[src/rtl/brick_hit_queue.sv]
// Turns per-pixel bullet/brick overlap hits into de-duplicated grid-cell collision events
// and presents them one at a time as a pulse train with guaranteed low gaps.
module brick_hit_queue #(
    parameter int BLOCK_SHIFT = 5,
    parameter int COLS        = 17,
    parameter int ROWS        = 14,
    parameter int DEPTH       = 4,
    parameter int HOLD_CYCLES = 2,
    parameter int GAP_CYCLES  = 2
) (
    input  logic                         clk,
    input  logic                         resetN,
    input  logic [10:0]                  pixelX,
    input  logic [10:0]                  pixelY,
    input  logic [10:0]                  topLeftX,
    input  logic [10:0]                  topLeftY,
    input  logic                         hitRequest,
    input  logic                         startOfFrame,
    output logic [4:0]                   brickCollisionX,
    output logic [3:0]                   brickCollisionY,
    output logic                         collision,
    output logic                         overflow,
    output logic [$clog2(DEPTH+1)-1:0]   queueCount,
    output logic [1:0]                   dbg_state_o
);

    localparam int PW   = (DEPTH > 1) ? $clog2(DEPTH) : 1;
    localparam int CW   = $clog2(DEPTH + 1);
    localparam int MAXC = (HOLD_CYCLES > GAP_CYCLES) ? HOLD_CYCLES : GAP_CYCLES;
    localparam int TW   = (MAXC > 1) ? $clog2(MAXC) : 1;

    typedef enum logic [1:0] {S_IDLE, S_ASSERT, S_GAP} state_t;

    // Input stage: pixel -> cell, out-of-grid hits filtered before dedup
    logic signed [11:0] dx, dy, col_s, row_s;
    logic               in_grid;
    logic               hit_q, sof_q;
    logic [4:0]         hit_col_q;
    logic [3:0]         hit_row_q;

    assign dx      = $signed({1'b0, pixelX}) - $signed({1'b0, topLeftX});
    assign dy      = $signed({1'b0, pixelY}) - $signed({1'b0, topLeftY});
    assign col_s   = dx >>> BLOCK_SHIFT;
    assign row_s   = dy >>> BLOCK_SHIFT;
    assign in_grid = !dx[11] && !dy[11] && (col_s < $signed(12'(COLS))) &&
                     (row_s < $signed(12'(ROWS)));

    always_ff @(posedge clk or negedge resetN) begin
        if (!resetN) begin
            hit_q     <= 1'b0;
            sof_q     <= 1'b0;
            hit_col_q <= '0;
            hit_row_q <= '0;
        end else begin
            hit_q     <= hitRequest && in_grid;
            sof_q     <= startOfFrame;
            hit_col_q <= col_s[4:0];
            hit_row_q <= row_s[3:0];
        end
    end

    // Seen list and FIFO
    logic [4:0]      seen_col_q [DEPTH];
    logic [3:0]      seen_row_q [DEPTH];
    logic [CW-1:0]   seen_cnt_q, seen_cnt_eff;
    logic [8:0]      mem_q [DEPTH];
    logic [PW-1:0]   wr_ptr_q, rd_ptr_q;
    logic [CW-1:0]   count_q;
    logic            match, is_new, pop, accept, drop;
    state_t          state_q, state_d;
    logic [TW-1:0]   timer_q, timer_d;
    logic [4:0]      x_q;
    logic [3:0]      y_q;
    logic            overflow_q;

    // A frame start in the same cycle as a hit clears the list before the hit is looked up
    always_comb begin
        match = 1'b0;
        for (int i = 0; i < DEPTH; i++) begin
            if ((CW'(i) < seen_cnt_q) && (seen_col_q[i] == hit_col_q) &&
                (seen_row_q[i] == hit_row_q))
                match = 1'b1;
        end
        if (sof_q)
            match = 1'b0;
    end

    assign seen_cnt_eff = sof_q ? '0 : seen_cnt_q;
    assign is_new       = hit_q && !match;
    assign pop          = (state_q == S_IDLE) && (count_q != '0);
    assign accept       = is_new && (seen_cnt_eff < CW'(DEPTH)) &&
                          ((count_q < CW'(DEPTH)) || pop);
    assign drop         = is_new && !accept;

    always_ff @(posedge clk) begin
        if (accept) begin
            seen_col_q[seen_cnt_eff[PW-1:0]] <= hit_col_q;
            seen_row_q[seen_cnt_eff[PW-1:0]] <= hit_row_q;
            mem_q[wr_ptr_q]                  <= {hit_col_q, hit_row_q};
        end
    end

    always_ff @(posedge clk or negedge resetN) begin
        if (!resetN) begin
            seen_cnt_q <= '0;
            wr_ptr_q   <= '0;
            rd_ptr_q   <= '0;
            count_q    <= '0;
            overflow_q <= 1'b0;
        end else begin
            overflow_q <= drop;
            seen_cnt_q <= accept ? seen_cnt_eff + 1'b1 : seen_cnt_eff;
            if (accept)
                wr_ptr_q <= (wr_ptr_q == PW'(DEPTH - 1)) ? '0 : wr_ptr_q + 1'b1;
            if (pop)
                rd_ptr_q <= (rd_ptr_q == PW'(DEPTH - 1)) ? '0 : rd_ptr_q + 1'b1;
            if (accept && !pop)
                count_q <= count_q + 1'b1;
            else if (pop && !accept)
                count_q <= count_q - 1'b1;
        end
    end

    // Presentation FSM: one IDLE cycle between events gives period HOLD+GAP+1
    always_comb begin
        state_d = state_q;
        timer_d = timer_q;
        case (state_q)
            S_IDLE: begin
                timer_d = '0;
                if (count_q != '0)
                    state_d = S_ASSERT;
            end
            S_ASSERT: begin
                if (timer_q == TW'(HOLD_CYCLES - 1)) begin
                    state_d = S_GAP;
                    timer_d = '0;
                end else begin
                    timer_d = timer_q + 1'b1;
                end
            end
            S_GAP: begin
                if (timer_q == TW'(GAP_CYCLES - 1)) begin
                    state_d = S_IDLE;
                    timer_d = '0;
                end else begin
                    timer_d = timer_q + 1'b1;
                end
            end
            default: begin
                state_d = S_IDLE;
                timer_d = '0;
            end
        endcase
    end

    always_ff @(posedge clk or negedge resetN) begin
        if (!resetN) begin
            state_q <= S_IDLE;
            timer_q <= '0;
            x_q     <= '0;
            y_q     <= '0;
        end else begin
            state_q <= state_d;
            timer_q <= timer_d;
            if (pop) begin
                x_q <= mem_q[rd_ptr_q][8:4];
                y_q <= mem_q[rd_ptr_q][3:0];
            end
        end
    end

    assign collision       = (state_q == S_ASSERT);
    assign brickCollisionX = x_q;
    assign brickCollisionY = y_q;
    assign overflow        = overflow_q;
    assign queueCount      = count_q;
    assign dbg_state_o     = state_q;

endmodule

[config.mk]
export PLATFORM = sky130hd
export DESIGN_NAME = brick_hit_queue
export DESIGN_NICKNAME = d
export VERILOG_FILES = /design/src/rtl/brick_hit_queue.sv
export SDC_FILE = /design/constraint.sdc
export NUM_CORES = 1
export LEC_CHECK = 0
export CAP_MARGIN = 20
export CORE_ASPECT_RATIO = 1.4
export CORE_MARGIN = 2
export CORE_UTILIZATION = 50
export DETAILED_ROUTE_END_ITERATION = 10
export PLACE_DENSITY = 0.73
export SYNTH_ARGS = -nofsm -noshare
export SYNTH_HDL_FRONTEND = slang
export SYNTH_SLANG_ARGS = --single-unit
export TNS_END_PERCENT = 20
[constraint.sdc]
create_clock -name clk -period 6.05 [get_ports clk]
set_input_delay 1.815 -clock clk [delete_from_list [all_inputs] [get_ports clk]]
set_output_delay 1.815 -clock clk [all_outputs]
set_load 0.02 [all_outputs]
==> metrics list <==
* Run status: finished clean
* Post-CTS setup buffers: 0
- Min-Delay Path Class: reg -> reg
- Routed via count divided by cell count: 5.06
- After detailed routing, the total wire length is 7850 um.
- In the final routed layout, each cell accounts on average for 13.9 um.
* Vias after detailed routing: 2856
- RSZ-0062 raised after global routing: no
- After detailed placement, the total cell area comes to 5880 um2.
- A synthesized cell averages 14.4 um2.
- The number of pins with negative max-slew slack in the final report is 0.
* Number of synthesized flops with an enable pin: 72
* Vias in the first global route: 2845
- Minimum setup slack among reg-to-reg paths: 2.93 ns
- Highest clock frequency the design can meet: 0.266 GHz
* Clk pin slew, worst setup/hold paths: 0.06 ns
- Number of gates resized after cts: 0
- Counting I/O delays and the setup requirement, the final critical path takes 3.75 ns.
- Worst hold path endpoint: timer_q
- Final estimated routing congestion in global placement: 0.748
* Final Hold Viols: 0
* Category of the critical setup timing path: in -> reg
* Worst Tran Pin Value: 0.642 ns
- From synthesis to final layout, the design area changed by 22.1%.
- 0 antenna diodes ended up in the layout.
- In this run the most critical hold path is launched from timer_q.
- Across the routed clock network, the largest skew measured is 0.00514 ns.
- Number of DRC markers in iteration 0: 86
- Slowest cell on the critical path: sky130_fd_sc_hd__clkdlybuf4s50_1
- For this run, design rule violations remaining after detail routing come to 0.
- Synthesis-stage register bit count: 106
- In the synthesized netlist the dominant register cell turns out to be sky130_fd_sc_hd__edfxtp_1.
- In this run the remaining antenna-violating nets after routing total 0.
* Startpoint of the worst register-to-register path: hit_row_q[1]
* Hold path depth: 1
* Worst reg2reg endpoint: queueCount[2]
- The total area inside the core boundary comes to 9900 um2.
- CTS H-Tree Depth: 3
- The longest clock path from root to sink contains 2 buffers.
* CTS tree: yes
- Input and output buffers added on the ports amount to 63.
- Summing every instance area after synthesis gives 5090 um2.
- The floorplan has 43 rows.
* Filler cell count in the final layout: 790
- The number of different library cells used by synthesis comes to 47.
- The number of nets in the synthesized netlist is 435.
- Setup violations remaining at the end of the flow were counted as 0.
* Final clock period utilization by the worst path: 62.0%
- CTS saw 106 sinks.
- Share of post-route cells with drive strength above 1: 11.7%
- Part of the Yosys area used for sequential elements: 59.2%
- For this configuration, the core starts out at a cell density of 51.4%.
- Static Leakage: 2.39 nW
* Post-layout nets: 506
- Before CTS, the worst setup slack after placement is 1.92 ns.
- Across the VDD grid, the largest voltage drop is 0.149 mV.
- Number of max-capacitance violations reported: 0
* Max-Slew Margin vs Limit: 57.2%
- Measured in cells, the most critical reg-to-reg path has a length of 12.
* Pin count of the biggest net entering global routing: 35
* Critical Path Sink Type: register
- Once detailed placement completed, the half-perimeter wirelength came to 6000 um.
- The die covers 11000 um2.
- In this run the count of I/O pins placed on the die edge is 64.
* Final core occ: 62.7%
- For the final routed database, the setup TNS stands at 0 ns.
- Number of antenna violations at the first check in global routing: 0
- Walking the worst path, the cells encountered are clkdlybuf4s50_1 -> inv_1 -> ha_1 -> a21oi_2 -> nand2_2 -> o41ai_4 -> o21ba_2 -> nand2b_1 -> a311oi_1 -> nor4b_2.
- Share of flip-flops with an asynchronous set or reset after synthesis: 32.1%
* Arrival time at the worst endpoint: 4.00 ns
* Total power divided by cell area: 362 nW/um2
- Die W: 89.3 um
- Setup slack on the critical path of the routed design comes to 2.30 ns.
- Max Fanout on Critical Path: 4
- After clock tree synthesis, the flow added hold-fix buffers numbering 0.
- Buffer cell driving the clock tree root: sky130_fd_sc_hd__clkbuf_16
- Non-Filler Cell Area, Final: 6210 um2
- Maximum single-stage delay on the critical path: 0.45 ns
- Clock buffer count from CTS: 9
- Congestion Overflow GR: 0
- Counting every instance in the synthesized netlist gives 353.
* Total global routing track utilization: 15.7%
* Clock network latency to the later pin of the worst-skew pair: 0.34 ns
* Wire length of the first global-routing pass: 12800 um
* Count of warnings emitted by yosys: 0
* Worst Setup Start Kind: input pin
* Die Height: 123 um
- STA puts the critical path data required time at 6.30 ns.
- Detailed-router iteration count before antenna repair: 4
==> cell usage in the layout (no fill, tap or decap), types with 3 or more instances in the layout <==
cell type	n
sky130_fd_sc_hd__a31oi_1	4
sky130_fd_sc_hd__nor4_1	4
sky130_fd_sc_hd__clkdlybuf4s50_1	63
sky130_fd_sc_hd__nand2_1	7
sky130_fd_sc_hd__nor2_1	12
sky130_fd_sc_hd__a21oi_1	10
sky130_fd_sc_hd__mux4_2	9
sky130_fd_sc_hd__o21ai_0	3
sky130_fd_sc_hd__nand3_1	3
sky130_fd_sc_hd__dfrtp_1	34
sky130_fd_sc_hd__xnor2_1	30
sky130_fd_sc_hd__ha_1	33
sky130_fd_sc_hd__and2_1	10
sky130_fd_sc_hd__mux2_1	3
sky130_fd_sc_hd__mux2_2	11
sky130_fd_sc_hd__nand4_1	6
sky130_fd_sc_hd__inv_1	35
sky130_fd_sc_hd__xor2_1	21
sky130_fd_sc_hd__bufinv_16	3
sky130_fd_sc_hd__nand2b_1	4
sky130_fd_sc_hd__nor3_1	7
sky130_fd_sc_hd__clkbuf_16	9
sky130_fd_sc_hd__edfxtp_1	72
==> area by class of cell <==
class | instances | area [um2] | share of cell area [%]
tap | 135 | 169 | 2.72
clock inverter | 5 | 103 | 1.65
inverter | 35 | 131 | 2.12
timing repair buffer | 64 | 638 | 10.3
sequential | 106 | 3010 | 48.5
clock buffer | 11 | 233 | 3.75
multi-input combinational | 208 | 1920 | 31.0
==> cells in the mapped netlist, drive strengths merged (2+ instances only) <==
cell / n / area, um2
inv: 35 / 131
and2: 10 / 62.6
mux2: 14 / 158
nand4: 6 / 37.5
a21oi: 12 / 67.6
o21ai: 4 / 20.0
o31ai: 2 / 28.8
mux2i: 2 / 20.0
nor3: 9 / 55.1
nand2b: 5 / 38.8
nor4: 4 / 25.0
nor2: 13 / 51.3
nor4b: 2 / 30.0
buf: 3 / 15.0
nand3: 3 / 15.0
nor2b: 2 / 12.5
mux4: 9 / 203
edfxtp: 72 / 2160
dfrtp: 34 / 851
a31oi: 4 / 25.0
o22ai: 2 / 18.8
a21o: 2 / 15.0
nor3b: 2 / 20.0
ha: 33 / 413
xor2: 21 / 184
xnor2: 30 / 263
nand2: 8 / 32.5
==> metrics by stage <==
step	total power, mW	hold slack (ns)	std cells
finish	2.25	0.491	564
global route	2.39	0.519	564
CTS	2.28	0.489	564
detailed placement	1.65	0.481	548
global placement	1.62	0.464	548
floorplan	1.42	0.446	353
==> worst max-delay path: cells and delay by family <==
kind	cells	cell delay (ns)
buffers and inverters	2	0.49
adders and majority gates	1	0.32
AOI/OAI and AO/OA	4	0.92
and+or+nand+nor	3	0.46
==> worst max path at each step <==
stage	from	end	slack (ns)
6_report	topLeftX[4]	hit_q	2.30
5_1_grt	topLeftX[4]	hit_q	2.08
4_1_cts	topLeftX[4]	hit_q	2.28
3_5_place_dp	topLeftX[4]	hit_q	1.92
3_3_place_gp	topLeftX[4]	hit_q	1.97
2_1_floorplan	topLeftX[4]	hit_q	2.54
==> sequential cells by signal, indices dropped and copies added (netlist names), 2 cells and up <==
| name | flops |
|---|---|
| mem_q | 36 |
| seen_col_q | 20 |
| seen_row_q | 16 |
| brickCollisionX | 5 |
| hit_col_q | 5 |
| brickCollisionY | 4 |
| hit_row_q | 4 |
| queueCount | 3 |
| seen_cnt_q | 3 |
| dbg_state_o | 2 |
| rd_ptr_q | 2 |
| wr_ptr_q | 2 |
==> cell families after synthesis <==
| group | Yosys count | share of synthesized area, % |
|---|---|---|
| AOI/OAI and AO/OA | 33 | 5.36 |
| xor gates and xnor gates | 51 | 8.78 |
| adders and majority gates | 34 | 8.51 |
| buffers and inverters | 39 | 2.95 |
| DFF | 106 | 59.2 |
| muxes | 25 | 7.48 |
| and+or+nand+nor | 65 | 7.70 |
==> power by group <==
part,leakage [nW],switching (mW),internal (mW)
clock,0.161,0.229,0.403
sequential,1.06,0.135,0.885
combinational,1.17,0.252,0.345
==> routing by layer <==
layer	up-vias	global-route usage, %	share of wire [%]
met1	1366	16.7	37
met5	-	0	0
met4	0	7.46	2.6
met2	71	28.2	56
li1	1403	-	-
met3	16	4.01	4.3
Note: power is estimated with default switching activity, not from simulation.
